$ cat src/rtl/sprite_pixel_compositor_pkg.sv
// Shared parameters and types for the sprite pixel compositor.
// Palette index layout: bit 2 selects the background half of the palette.
package sprite_pkg;
   localparam int NUM_SPRITES = 8;
   localparam int SPRITE_W    = 16;
   localparam int HCOUNT_W    = 11;
   localparam int H_ACTIVE    = 640;
   localparam int PAL_N       = 8;

   typedef logic [23:0] color_t;
   typedef logic [1:0]  pix_t;
   typedef logic [2:0]  pal_idx_t;

   typedef enum logic [1:0] {
      IDLE   = 2'd0,
      ACTIVE = 2'd1,
      DONE   = 2'd2
   } spr_state_t;

   function automatic pal_idx_t pal_index(input logic is_bg, input pix_t px);
      return {is_bg, px};
   endfunction
endpackage

$ cat src/rtl/sprite_window.sv
// One sprite lane: fires once per line at its X column and enables its shift register
// for SPRITE_W pixels or until the right edge of the visible area, whichever comes first.
module sprite_window
   import sprite_pkg::*;
(
   input  logic                i_clk,
   input  logic                i_reset,
   input  logic                i_line_start,
   input  logic [HCOUNT_W-1:0] i_hcount,
   input  logic [HCOUNT_W-1:0] i_sprite_x,
   input  logic                i_sprite_on,
   output logic                o_shift_en,
   output logic                o_valid
);
   localparam logic [HCOUNT_W-1:0] H_END    = HCOUNT_W'(H_ACTIVE);
   localparam logic [3:0]          LAST_CNT = 4'(SPRITE_W - 2);

   spr_state_t r_state;
   logic [3:0] r_cnt;
   logic       r_valid;
   logic       w_visible;
   logic       w_start;

   assign w_visible = (i_hcount < H_END);
   // line_start re-arms the lane and suppresses a start in the same cycle
   assign w_start   = i_reset && !i_line_start && (r_state == IDLE) && i_sprite_on &&
                      (i_hcount == i_sprite_x) && w_visible;
   assign o_shift_en = w_start || (i_reset && (r_state == ACTIVE) && w_visible);
   assign o_valid    = r_valid;

   always_ff @(posedge i_clk) begin
      if (!i_reset) begin
         r_state <= IDLE;
         r_cnt   <= 4'd0;
         r_valid <= 1'b0;
      end else begin
         r_valid <= o_shift_en;
         if (i_line_start) begin
            r_state <= IDLE;
            r_cnt   <= 4'd0;
         end else begin
            // r_cnt counts ACTIVE pulses; the start column supplies the first one
            case (r_state)
               IDLE: begin
                  if (w_start) begin
                     r_state <= ACTIVE;
                     r_cnt   <= 4'd0;
                  end
               end
               ACTIVE: begin
                  if (!w_visible || (r_cnt == LAST_CNT)) begin
                     r_state <= DONE;
                  end else begin
                     r_cnt <= r_cnt + 4'd1;
                  end
               end
               DONE: begin
                  r_state <= DONE;
               end
               default: begin
                  r_state <= IDLE;
                  r_cnt   <= 4'd0;
               end
            endcase
         end
      end
   end
endmodule

$ cat src/rtl/sprite_pixel_compositor.sv
// Sprite/background compositor: lane enables, sprite-over-background priority,
// palette lookup and a fixed two-cycle registered RGB output.
module sprite_pixel_compositor
   import sprite_pkg::*;
(
   input  logic                     i_clk,
   input  logic                     i_reset,
   input  logic                     i_line_start,
   input  logic [HCOUNT_W-1:0]      i_hcount,
   input  logic [HCOUNT_W-1:0]      i_sprite_x [NUM_SPRITES-1:0],
   input  logic [NUM_SPRITES-1:0]   i_sprite_on,
   input  logic [2*NUM_SPRITES-1:0] i_sprite_px,
   input  logic [1:0]               i_bg_px,
   output logic [NUM_SPRITES:0]     o_shift_en,
   input  logic                     i_pal_we,
   input  logic [2:0]               i_pal_addr,
   input  logic [23:0]              i_pal_data,
   output logic [23:0]              o_rgb,
   output logic                     o_rgb_valid
);
   localparam logic [HCOUNT_W-1:0] H_END = HCOUNT_W'(H_ACTIVE);

   logic [NUM_SPRITES-1:0] w_spr_en;
   logic [NUM_SPRITES-1:0] w_spr_valid;
   logic                   w_bg_en;
   logic                   r_bg_valid;
   pal_idx_t               w_idx;
   color_t                 r_pal [PAL_N];
   color_t                 r_rgb;
   logic                   r_rgb_valid;

   for (genvar g = 0; g < NUM_SPRITES; g++) begin : g_win
      sprite_window u_win (
         .i_clk        (i_clk),
         .i_reset      (i_reset),
         .i_line_start (i_line_start),
         .i_hcount     (i_hcount),
         .i_sprite_x   (i_sprite_x[g]),
         .i_sprite_on  (i_sprite_on[g]),
         .o_shift_en   (w_spr_en[g]),
         .o_valid      (w_spr_valid[g])
      );
   end

   assign w_bg_en     = i_reset && (i_hcount < H_END);
   assign o_shift_en  = {w_bg_en, w_spr_en};
   assign o_rgb       = r_rgb;
   assign o_rgb_valid = r_rgb_valid;

   // Scan from the highest lane down so the lowest opaque sprite overwrites the rest
   always_comb begin
      w_idx = pal_index(1'b1, i_bg_px);
      for (int i = NUM_SPRITES - 1; i >= 0; i--) begin
         if (w_spr_valid[i] && (i_sprite_px[2*i +: 2] != 2'b00)) begin
            w_idx = pal_index(1'b0, i_sprite_px[2*i +: 2]);
         end else begin
            w_idx = w_idx;
         end
      end
   end

   // The palette read uses the pre-write contents, so a write shows up one column later
   always_ff @(posedge i_clk) begin
      if (!i_reset) begin
         for (int k = 0; k < PAL_N; k++) begin
            r_pal[k] <= 24'h000000;
         end
         r_bg_valid  <= 1'b0;
         r_rgb       <= 24'h000000;
         r_rgb_valid <= 1'b0;
      end else begin
         if (i_pal_we) begin
            r_pal[i_pal_addr] <= i_pal_data;
         end
         r_bg_valid  <= w_bg_en;
         r_rgb_valid <= r_bg_valid;
         r_rgb       <= r_bg_valid ? r_pal[w_idx] : 24'h000000;
      end
   end
endmodule

$ cat config.mk
export PLATFORM = sky130hd
export DESIGN_NAME = sprite_pixel_compositor
export DESIGN_NICKNAME = d
export VERILOG_FILES = /design/src/rtl/sprite_pixel_compositor_pkg.sv /design/src/rtl/sprite_window.sv /design/src/rtl/sprite_pixel_compositor.sv
export SDC_FILE = /design/constraint.sdc
export NUM_CORES = 1
export LEC_CHECK = 0
export ABC_CLOCK_PERIOD_IN_PS = 4300
export BUFFER_PORTS_ARGS = -buffer_cell sky130_fd_sc_hd__buf_4
export CORE_ASPECT_RATIO = 1.75
export CORE_MARGIN = 2
export CORE_UTILIZATION = 40
export CTS_CLUSTER_SIZE = 28
export DETAILED_ROUTE_END_ITERATION = 7
export PLACE_DENSITY = 0.58
export SYNTH_ARGS = -nofsm -noshare
export SYNTH_HDL_FRONTEND = slang
export SYNTH_SLANG_ARGS = --single-unit
$ cat constraint.sdc
create_clock -name i_clk -period 4.3 [get_ports i_clk]
set_input_delay 0.86 -clock i_clk [delete_from_list [all_inputs] [get_ports i_clk]]
set_output_delay 0.86 -clock i_clk [all_outputs]
set_load 0.05 [all_outputs]
After elaboration in Yosys (flattened, before gate mapping)
Memory sizes are Yosys's and may differ from the RTL's. A register that Yosys moved wholly into a read port is not among the register bits. Cells that the tools add are included.

Flip-flop bits (word level): 58. Memory bits (writable): 192. Input port bits: 156. Output and inout port bits: 34. Word-level logic and storage cells: 276. Memories kept: 1.

Memories: r_pal (depth 8, width 24, read ports 1, clocked after memory_dff 1, write ports 8, line sprite_pixel_compositor.sv:28) `color_t r_pal [PAL_N];`.

Add/subtract/negate cells: 8. $lt $le $gt $ge: 1. Eq/ne operators: 56. Mux-type cells: 63. Bitwise gates (word level): 9. Reductions and logical operators: 112.

Operators with widths (count): 4-bit one-hot mux with 3 select lines (8); 11-bit == test (8); 4-bit 2-to-1 mux (16); 1-bit logical AND (58); 2-bit one-hot mux with 3 select lines (8); 4-bit by 1-bit adder with 4-bit output (second input constant) (8); 4-bit == test (second input constant) (8); 2-bit 2-to-1 mux (16); 2-bit inequality test (second input constant) (16); 3-bit 2-to-1 mux (9); 24-bit 2-to-1 mux (1); 3-bit AND reduction (8); 24-bit OR reduction (1); 2-bit AND reduction (9); 2-bit by 1-bit == test with 1-bit output (second input constant) (8); 2-bit == test (second input constant) (8); 2-bit zero test (8); 1-bit logical OR (16); 2-bit by 1-bit inequality test with 1-bit output (second input constant) (8); 2-bit nonzero test (8); 11-bit by 10-bit < comparator with 1-bit output (second input constant) (1); 1-bit inverter (9); 1-bit 2-to-1 mux (5); 1-bit zero test (3); 2-bit OR reduction (1).

Longest topological paths before layout
Depth after elaboration: 10. Gate-level depth with buffers: 9. Depth with buffers taken out: 8.

Cells and area by module
From an unflattened synthesis, not the netlist that was laid out.

Cell total of the unflattened synthesis: 1217. Area, all modules: 13912.1 um2.

Modules (own cells, without submodules): sprite_pixel_compositor (instances 1, cells each 649, area each 8812.2 um2, sequential area each 5565.3 um2); sprite_window at g_win[0].u_win ... (instances 6, cells each 71, area each 644.4 um2, sequential area each 140.1 um2); sprite_window at g_win[7].u_win (instances 1, cells each 71, area each 620.6 um2, sequential area each 140.1 um2); sprite_window at g_win[6].u_win (instances 1, cells each 71, area each 613.1 um2, sequential area each 140.1 um2).

Worst setup path after synthesis
OpenSTA, ideal clock, no wires.

Path type: input -> register. Start point: in i_pal_addr[0]. End point: mem r_pal[2][0] (netlist bit), enable pin. Setup time: 0.438 ns. Arrival: 2.855 ns. Data required time: 3.862 ns. Slack: 1.006 ns. Stages: 2. Buffers on the path: 0. Cells stage by stage: nand3b_1 > o21ai_0.

RTL lines: start: declaration (line sprite_pixel_compositor.sv:16) `input logic [2:0] i_pal_addr,`; end: declaration (line sprite_pixel_compositor.sv:28).

Final worst setup path
Start point: in i_hcount[7]. End point: out o_shift_en[5].

Word-level cells in the longest chain between the ends: 4. Elaborated cells on any way between the ends: 6. Those cells by class: 1 x order compare; 1 x eq/ne; 4 x reduce/logical.

Ends and longest elaborated chain: start: declaration (line sprite_pixel_compositor.sv:9) `input logic [HCOUNT_W-1:0] i_hcount,`; branches (longest 3 deep; another with 11-bit by 10-bit < comparator with 1-bit output); 1-bit logical OR * (line sprite_window.sv:28) `assign o_shift_en = w_start || (i_reset && (r_state == ACTIVE) && w_visible);`; end: declaration (line sprite_pixel_compositor.sv:14) `output logic [NUM_SPRITES:0] o_shift_en,`.

Mark *: on every way between the ends.

==> qor.txt <==
Starting density of the core: 40.6%
Number of synthesis warnings: 0
DR iter-0 viols: 711
FP Rows: 88
Largest net degree at the start of global routing: 50
Rel. slew slack: 39.4%
Pins Over Slew Limit: 0
Number of synthesized register bits: 250
Final Cycle Share: 77.3%
R2r worst-path depth: 6
Cell area after placement: 0.0153 sq mm
Vias in the first global route: 10,840
CP Capture Type: primary output
Final #Nets: 1,645
Total chip power: 5.38 mW
Final hold viol count: 0
Post-cts sizing count: 0
Clk buf depth: 3
Worst-path clk slew: 0.06 ns
# Max-Cap Violations: 0
Worst reg2reg setup slack: 1.41 ns
GRT Overall Usage: 22.6%
Fraction of layout cells with a size suffix above 1: 19.9%
Hold Crit Start: g_win[0].u_win.r_state[0]
Main synth FF type: edfxtp_1
Syn_nets: 1,480
Crit Path Category: in -> out
Design area: 0.0160 sq mm
Total wire length: 39,800 um
Post-route DRC: 0
GRT Residual Overflow: 0
Core ar.: 0.0330 sq mm
Mapped Avg Cell Area: 10.5 sq um
Layout area overhead: 19.6%
Largest cells by area after synthesis: edfxtp_1 38%, dfxtp_1 12%, and2_1 8.6%
CP required: 3.44 ns
Reg-to-reg critical path endpoint: o_rgb[2]
Die W: 142 um
Clock sinks: 250
Worst min-delay path category: reg -> reg
Yosys top cell area share: 37.6%
Sequential element share of the synthesized area: 49.8%
Fmax: 0.301 GHz
Antenna viol nets, final: 0
I/O pin cnt: 190
Latest clock arrival within the worst-skew pair: 0.53 ns
Worst clock skew: 0.0119 ns
Worst vdd ir: 208 uV
Dpl hpwl: 27,400 um
Via count: 10,403
Max H-tree Level: 1
CP Max Fanout: 9
CP Launch Point: i_hcount[7]
Final TNS setup: 0 ns
First-pass GRT wire length: 60,300 um
Final setup vio count: 0
Die Ht: 246 um
Number of synthesized flops with an enable pin: 168
RePlAce Congestion: 0.923
Post-Synthesis Cells: 1,276
Yosys top cell by area: edfxtp_1
First-pass DRT Iterations: 5
Post-CTS Setup Bufs: 0
Via/cell ratio: 5.58
CTS tree: built
Pwr dens: 335 mW/mm^2
P_leak: 6.30 nW
Worst reg2reg startpoint: g_win[1].u_win.o_valid
Wire per inst: 21.3 um
Minimum clock period: 3.33 ns
CTS Hold Bufs: 0
Synthesized cell area: 0.0134 sq mm
Initial antenna violation count: 0
Outcome: complete, no violations
RSZ-0062 raised after global routing: no
Worst EP arrival: 2.47 ns
Slew at the pin closest to its max-slew limit: 0.906 ns
Yosys cell types: 63
Worst setup endpoint: o_shift_en[5]
Startpoint types: input port
Ys async rst share: 0%
Inserted Diodes: 0
Cts bufs inserted: 25
I/O Buffers: 189
Clock Tree Root: clkbuf_16
Die area: 0.0351 sq mm
[report_power, final]
part / total (mW) / internal, mW / switching (mW)
Clock: 2.16 / 1.21 / 0.949
Combinational: 0.520 / 0.213 / 0.306
Sequential: 2.70 / 2.67 / 0.0273
[cell usage in the layout, fill, tap and decap left out, types with 12 or more instances in the layout]
master     Yosys  routed
buf_4         13     223
and2_1       185     185
edfxtp_1     168     168
dfxtp_1       82      82
o21ai_0       87      81
nand3_1       76      76
a21oi_1       68      68
xor2_1        66      66
nand2_1       59      59
ha_1          48      48
inv_1         38      38
nor2_1        28      28
clkbuf_16      0      25
and4_1        24      24
a211oi_1      24      24
a31oi_1       24      24
nand4_1       21      21
xnor2_1       20      20
nor4bb_1      19      19
nor4_1        18      18
or4_1         16      16
or3_1         13      13
mux2i_1       12      12
[worst min-delay path by stage]
stage | endpoint | depth (start not counted)
after floorplan | g_win[2].u_win.r_cnt[3] | 2
after global placement | g_win[0].u_win.r_cnt[3] | 2
after detailed placement | g_win[0].u_win.r_state[0] | 2
after CTS | g_win[0].u_win.r_state[0] | 2
after global routing | g_win[5].u_win.r_cnt[3] | 2
final | g_win[0].u_win.r_state[0] | 2
[cell families (layout without fill, tap and decap cells)]
family | Yosys count | count (layout) | share of synthesized area (%)
flip-flops | 250 | 250 | 49.8
XOR/XNOR | 86 | 86 | 5.61
buffers and inverters | 125 | 308 | 4.31
AO/OA/AOI/OAI | 254 | 254 | 11.9
AND/OR/NAND/NOR | 501 | 501 | 23.0
adder cells (fa/ha/maj) | 48 | 48 | 4.47
multiplexers | 12 | 12 | 0.895
[routing by layer]
metal	track usage, %	vias to the layer above	part of all wire (%)
li1	-	4952	-
met1	22.5	5023	34
met2	45.7	353	57
met3	3.01	75	4.9
met4	8.88	0	3.6
met5	0	-	0
[critical path: stages]
cell and delay [ns]:
buf_4 0.17, o21a_1 0.24, nor3_4 0.38, nand4_1 0.23, nor3_1 0.27, a21o_1 0.12
buf_4 0.19
[cells in the mapped netlist, drive strengths merged, types with 38 or more instances]
cell and instances:
nand2 59, edfxtp 168, and2 185, a21oi 68
xor2 66, o21ai 92, nand3 77, inv 38
ha 48, buf 41, clkbuf 46, dfxtp 82
[through the flow]
stage               cells  utilization, %  hold slack [ns]  setup slack, ns
CTS                  1864            48.6            0.497            0.973
finish               1864            48.6            0.495            0.974
floorplan            1276               -            0.469             1.01
global placement     1819            46.2            0.479            0.877
detailed placement   1819            46.2            0.488            0.841
global route         1864            48.6            0.528            0.874
[final cells by class]
cell class | count | area (sq um)
inverters | 38 | 143
clock buffers | 34 | 669
repair buffers | 225 | 1710
flip-flops and latches | 250 | 6690
multi-input cells | 901 | 6220
fillers | 3068 | 17000
well taps | 405 | 507
clock inverters | 11 | 113
[state kept, by name, summed over array words and instances (netlist names)]
signal and flops:
r_pal 168, o_rgb 24, g_win.u_win.r_cnt 32, g_win.u_win.o_valid 8
g_win.u_win.r_state 16, o_rgb_valid 1, r_bg_valid 1
(Power assumes the default switching activity.)
